File: config.mk
export PLATFORM = sky130hd
export DESIGN_NAME = uart_tx_arb
export DESIGN_NICKNAME = d
export VERILOG_FILES = /design/src/rtl/ddk_uart_arb_pkg.sv /design/src/rtl/rr_arbiter.sv /design/src/rtl/uart_tx_arb.sv
export SDC_FILE = /design/constraint.sdc
export NUM_CORES = 1
export LEC_CHECK = 0
export CORE_ASPECT_RATIO = 1.75
export CORE_MARGIN = 10
export CORE_UTILIZATION = 45
export DETAILED_ROUTE_END_ITERATION = 16
export PLACE_DENSITY = 0.82
export SYNTH_ARGS = -nofsm -noshare
export SYNTH_HDL_FRONTEND = slang
export SYNTH_SLANG_ARGS = --single-unit
File: constraint.sdc
create_clock -name clk_i -period 1.8 [get_ports clk_i]
set_input_delay 0.18 -clock clk_i [delete_from_list [all_inputs] [get_ports clk_i]]
set_output_delay 0.18 -clock clk_i [all_outputs]
set_load 0.01 [all_outputs]
File: src/rtl/ddk_uart_arb_pkg.sv
// Shared definitions for the UART transmit arbiter: state encoding, tag nibble,
// parameter limits and the tag-byte builder.
package ddk_uart_arb_pkg;

    typedef enum logic [0:0] {
        UART_ARB_IDLE = 1'b0,
        UART_ARB_SEND = 1'b1
    } uart_arb_state_e;

    localparam logic [3:0] UART_ARB_TAG             = 4'hA;
    localparam int         UART_ARB_MAX_REQ         = 8;
    localparam int         UART_ARB_MAX_FRAME_BYTES = 8;

    function automatic logic [7:0] uart_arb_tag_byte(input logic [2:0] idx);
        return {UART_ARB_TAG, 1'b0, idx};
    endfunction

endpackage

File: src/rtl/rr_arbiter.sv
// Combinational one-hot round-robin pick: the first set request bit found
// searching upward from (last+1) mod N_REQ wins.
module rr_arbiter #(
    parameter int N_REQ = 2,
    parameter int IDX_W = (N_REQ > 1) ? $clog2(N_REQ) : 1
) (
    input  logic [N_REQ-1:0] req,
    input  logic [IDX_W-1:0] last,
    output logic [N_REQ-1:0] gnt
);

    logic             found_s;
    logic [IDX_W-1:0] idx_s;

    // Rotating priority search; found_s masks every candidate after the winner.
    always_comb begin
        gnt     = '0;
        found_s = 1'b0;
        idx_s   = '0;
        for (int i = 1; i <= N_REQ; i++) begin
            idx_s      = IDX_W'((int'(last) + i) % N_REQ);
            gnt[idx_s] = req[idx_s] & ~found_s;
            found_s    = found_s | req[idx_s];
        end
    end

endmodule

File: src/rtl/uart_tx_arb.sv
// Frame-atomic round-robin arbiter serialising whole frames into one uart_tx.
// Define UART_TX_ARB_TAG_EN to prefix each frame with a requester tag byte.
module uart_tx_arb
    import ddk_uart_arb_pkg::*;
#(
    parameter int N_REQ       = 2,
    parameter int FRAME_BYTES = 3
) (
    input  logic                           clk_i,
    input  logic                           rst_ni,
    input  logic [N_REQ-1:0]               req_i,
    input  logic [N_REQ*FRAME_BYTES*8-1:0] frame_i,
    output logic [N_REQ-1:0]               gnt_o,
    output logic [7:0]                     tx_data_o,
    output logic                           tx_en_o,
    input  logic                           tx_rdy_i,
    output logic                           busy_o
);

    localparam int IDX_W   = (N_REQ > 1) ? $clog2(N_REQ) : 1;
    localparam int FRAME_W = FRAME_BYTES * 8;
`ifdef UART_TX_ARB_TAG_EN
    localparam int TOTAL_BYTES = FRAME_BYTES + 1;
`else
    localparam int TOTAL_BYTES = FRAME_BYTES;
`endif
    localparam int SHIFT_W = TOTAL_BYTES * 8;
    localparam int CNT_W   = $clog2(TOTAL_BYTES + 1);

    uart_arb_state_e  state_r, state_s;
    logic [IDX_W-1:0] last_r, last_s, pick_idx_s;
    logic [N_REQ-1:0] pick_s, gnt_r, gnt_s;
    logic [FRAME_W-1:0] frame_sel_s;
    logic [SHIFT_W-1:0] shift_r, shift_s, load_s;
    logic [CNT_W-1:0] cnt_r, cnt_s;
    logic [7:0]       tx_data_r, tx_data_s;
    logic             tx_en_r, tx_en_s;
    logic             busy_r;

    rr_arbiter #(
        .N_REQ (N_REQ),
        .IDX_W (IDX_W)
    ) u_rr (
        .req  (req_i),
        .last (last_r),
        .gnt  (pick_s)
    );

    // Mux the winner's frame slice and encode its index from the one-hot pick.
    always_comb begin
        frame_sel_s = '0;
        pick_idx_s  = '0;
        for (int k = 0; k < N_REQ; k++) begin
            frame_sel_s = frame_sel_s | ({FRAME_W{pick_s[k]}} & frame_i[k*FRAME_W +: FRAME_W]);
            pick_idx_s  = pick_idx_s | ({IDX_W{pick_s[k]}} & IDX_W'(k));
        end
`ifdef UART_TX_ARB_TAG_EN
        load_s = {uart_arb_tag_byte(3'(pick_idx_s)), frame_sel_s};
`else
        load_s = frame_sel_s;
`endif
    end

    // Next-state and datapath; a byte goes out only when the previous strobe is low.
    always_comb begin
        state_s   = state_r;
        last_s    = last_r;
        gnt_s     = '0;
        shift_s   = shift_r;
        cnt_s     = cnt_r;
        tx_data_s = tx_data_r;
        tx_en_s   = 1'b0;
        case (state_r)
            UART_ARB_IDLE: begin
                if (|req_i) begin
                    gnt_s   = pick_s;
                    last_s  = pick_idx_s;
                    shift_s = load_s;
                    cnt_s   = CNT_W'(TOTAL_BYTES);
                    state_s = UART_ARB_SEND;
                end else begin
                    state_s = UART_ARB_IDLE;
                end
            end
            UART_ARB_SEND: begin
                if (!tx_en_r && tx_rdy_i) begin
                    tx_data_s = shift_r[SHIFT_W-1 -: 8];
                    tx_en_s   = 1'b1;
                    shift_s   = shift_r << 4'd8;
                    cnt_s     = cnt_r - CNT_W'(1);
                    if (cnt_r == CNT_W'(1)) begin
                        state_s = UART_ARB_IDLE;
                    end else begin
                        state_s = UART_ARB_SEND;
                    end
                end else begin
                    state_s = UART_ARB_SEND;
                end
            end
            default: begin
                state_s = UART_ARB_IDLE;
            end
        endcase
    end

    // State and output registers; reset drops any partially sent frame.
    always_ff @(posedge clk_i or negedge rst_ni) begin
        if (!rst_ni) begin
            state_r   <= UART_ARB_IDLE;
            last_r    <= IDX_W'(N_REQ - 1);
            gnt_r     <= '0;
            shift_r   <= '0;
            cnt_r     <= '0;
            tx_data_r <= 8'h00;
            tx_en_r   <= 1'b0;
            busy_r    <= 1'b0;
        end else begin
            state_r   <= state_s;
            last_r    <= last_s;
            gnt_r     <= gnt_s;
            shift_r   <= shift_s;
            cnt_r     <= cnt_s;
            tx_data_r <= tx_data_s;
            tx_en_r   <= tx_en_s;
            busy_r    <= (state_s == UART_ARB_SEND);
        end
    end

    assign gnt_o     = gnt_r;
    assign tx_data_o = tx_data_r;
    assign tx_en_o   = tx_en_r;
    assign busy_o    = busy_r;

endmodule

==> results.md <==
* Share of total power consumed by net switching at 31.9%
* Antenna Nets Post-Route at 0
* Global-route usage over all layers at 15.1%
* Internal power at 2.31 mW
* RSZ-0062 raised after global routing: no
* Overall Power at 3.40 mW
* Final count of pins violating max slew at 0
* Max_cap viols at 0
* Clock Tree Buf Depth at 2
* IO buf count at 64
* Nature of the critical path endpoint: primary output
* Slowest library cell on the worst path: sky130_fd_sc_hd__clkdlybuf4s50_1
* Total power per unit cell area at 1260 mW/mm²
* Share of total power in the clock network at 16.4%
* Share of power burned in combinational logic at 40.8%
* Full die area at 0.00728 mm²
* Slack of the worst reg-to-reg path at 330 ps
* WL met2 at 2.69 mm
* Crit. Startpoint: busy_o$_DFF_PN0_
* Number of synthesized flops with an enable pin at 0
* Drt first pass iters at 5
* Most used flip-flop cell after synthesis: sky130_fd_sc_hd__dfrtp_1
* Signal arrival time at the worst endpoint at 1310 ps
* Hold WC Path Type: input pin to asynchronous set/reset pin
* Worst Slack Setup Final at 310 ps
* Leak pwr at 1.11 nW
* Cell breakdown of the critical path: clkdlybuf4s50_1
* Met1 wire length at 1.84 mm
* Status: completed
* Number of CTS-inserted buffers at 5
* Cts hold-fix bufs at 1
* CP peak stage delay at 580 ps
* Async set-reset flop share out of synthesis at 100%
* Area share of the leading cell type in the synthesized netlist at 50.5%
* First DRT Iteration DRCs at 51
* Headroom to the max-slew limit at 66.9%
* Clock Skew at 9.84 ps
* Boundary pin count at 65
* Kind of launch point of the worst setup path: flop
* Resized cells post-CTS at 0
* Clock slew at reported path FFs at 70 ps
* Antenna cell count at 0
* Required time of the critical path at 1620 ps
* Final design area excluding fillers at 0.00270 mm²
* Dominant cell type by area after synthesis: sky130_fd_sc_hd__dfrtp_1
* Sequential element share of the synthesized area at 51.9%
* Number of different library cells in the post-synthesis netlist at 29
* Total net switching power at 1.08 mW
* Clock Tree Root: sky130_fd_sc_hd__clkbuf_8
* Final critical-path required period at 1490 ps
* Peak Freq at 671 MHz
* Worst-Margin Slew at 496 ps
* Gate family responsible for the most delay along the worst path: buffers and inverters
* Vias in the first global route at 1852
* DRC Markers at 0
* Maximum number of pins on one net before global-route repair at 40
* VDD IR-drop max at 677 µV
* Flops & latches, synth at 39
* Post-CTS setup-driven buffer insertion count at 0
* Sequential share of power at 42.9%
* Post-Place Cell Area at 0.00261 mm²
* CTS Sinks at 39
* X dimension of the die at 68.9 µm
* Antenna violations before repair at 0
* Setup_tns at 0 ps
* Most frequent cell after synthesis: sky130_fd_sc_hd__dfrtp_1
* Place WS at 116 ps
* Total global routing overflow at 0
* Starting Density at 45.8%
* Average wire per standard cell at 17.9 µm
* Crit Path Class: flop to primary output
* Bufs and invs on worst path at 1
* Area added between synthesis and finish at 43.1%
* Count of synthesis-stage warnings from yosys at 0
* Number of hold violations in the final report at 0
* Core Rows at 31
* Fraction of layout instances using a drive strength above 1 at 14.5%
* WL met3 at 363 µm
* Height of the chip at 106 µm
* Worst hold-check slack at 465 ps
* Skew-Pair Late Insertion Delay at 290 ps
* Final WL at 5.08 mm
* Final setup violating endpoints at 0
* Total via count in the routed design at 1659
* Vias per std cell at 5.84
* Final weighted congestion in routability-driven placement at 0.830
* Post-Syn Instances at 164
* Source of the worst register-to-register timing path: busy_o$_DFF_PN0_
* Area of the mapped netlist at 0.00188 mm²
* Core footprint at 0.00411 mm²
* Largest cells by area after synthesis: sky130_fd_sc_hd__dfrtp_1, sky130_fd_sc_hd__a32oi_1, sky130_fd_sc_hd__nand3b_1
* Post-synth top cells: sky130_fd_sc_hd__dfrtp_1, sky130_fd_sc_hd__nor3_1, sky130_fd_sc_hd__a31oi_1, sky130_fd_sc_hd__a32oi_1, sky130_fd_sc_hd__nand3b_1
* Portion of the clock cycle consumed by the worst path in the final layout at 82.8%
* Mean instance size in the synthesized netlist at 11.5 µm²
* CTS H-Tree Depth at 2
* Wire length of the first global-routing pass at 8.57 mm
* Total Nets Final at 288
* Number of nets produced by synthesis at 218
* Final HPWL DP at 4.02 mm
* CTS tree: built
* Max FO, Critical Path at 7
* Topmost layer with routed signal wires: met4
-- power by group through the flow --
| stage | logic, mW | clock network, mW | registers [mW] |
|---|---|---|---|
| after CTS | 1.40 | 0.565 | 1.46 |
| after detailed placement | 1.39 | 0 | 1.48 |
| after floorplan | 0.810 | 0 | 1.47 |
| final | 1.38 | 0.556 | 1.46 |
| after global routing | 1.54 | 0.609 | 1.50 |
| after global placement | 1.35 | 0 | 1.46 |
-- sequential cells by signal, summed over array words and instances, names as in the netlist --
signal / flops
last_r: 1
busy_o: 1
tx_data_o: 8
tx_en_o: 1
cnt_r: 2
gnt_o: 2
shift_r: 24
-- logic make-up (layout without fill, tap and decap cells) --
family	after synthesis	in the layout	share of synthesized area (%)
buf+inv	21	92	6.64
simple gates	49	49	16.5
compound gates	45	45	19.1
fa+ha+maj	1	1	0.664
mux	8	8	4.78
flops	39	39	51.9
xor+xnor	1	1	0.465
-- cell usage in the layout (no fill, tap or decap), types with 2 or more instances in the layout --
cell type,n
sky130_fd_sc_hd__a32oi_1,15
sky130_fd_sc_hd__and3b_1,2
sky130_fd_sc_hd__clkbuf_1,3
sky130_fd_sc_hd__nand2b_1,2
sky130_fd_sc_hd__inv_1,2
sky130_fd_sc_hd__a221o_1,9
sky130_fd_sc_hd__nand3b_1,15
sky130_fd_sc_hd__buf_4,16
sky130_fd_sc_hd__a21oi_1,2
sky130_fd_sc_hd__clkbuf_8,5
sky130_fd_sc_hd__a31oi_1,15
sky130_fd_sc_hd__dfrtp_1,38
sky130_fd_sc_hd__nor3_1,16
sky130_fd_sc_hd__clkdlybuf4s50_1,63
sky130_fd_sc_hd__and3_1,8
sky130_fd_sc_hd__mux2_2,8
-- per-stage QoR --
step / instances / util, %
2_1_floorplan: 164 / -
4_1_cts: 284 / 65.6
3_3_place_gp: 275 / 63.4
5_1_grt: 284 / 65.6
3_5_place_dp: 275 / 63.4
6_report: 284 / 65.6
-- worst paths after layout --
kind / endpoint / depth (start not counted)
setup / recovery: busy_o / 1
hold / removal: tx_data_o[6]$_DFFE_PN0P_ / 3
setup reg to reg: shift_r[4]$_DFFE_PN0P_ / 4
hold reg to reg: last_r$_DFFE_PN1P_ / 2
max in group asynchronous: last_r$_DFFE_PN1P_ / 3
min in group clk_i: shift_r[20]$_DFFE_PN0P_ / 3
-- per-layer routing --
metal / up-vias / global-route usage [%]
li1: 781 / -
met1: 795 / 16.0
met2: 68 / 24.8
met3: 15 / 4.77
met4: 0 / 8.64
met5: - / 0
-- final cells by class --
type	instances	area [µm²]
clock buffer	8	80.1
inverter	2	7.51
multi-input combinational	104	785
fill	344	1420
sequential	39	977
timing repair buffer	82	786
tap	49	61.3
Note: power is estimated with default switching activity, not from simulation.
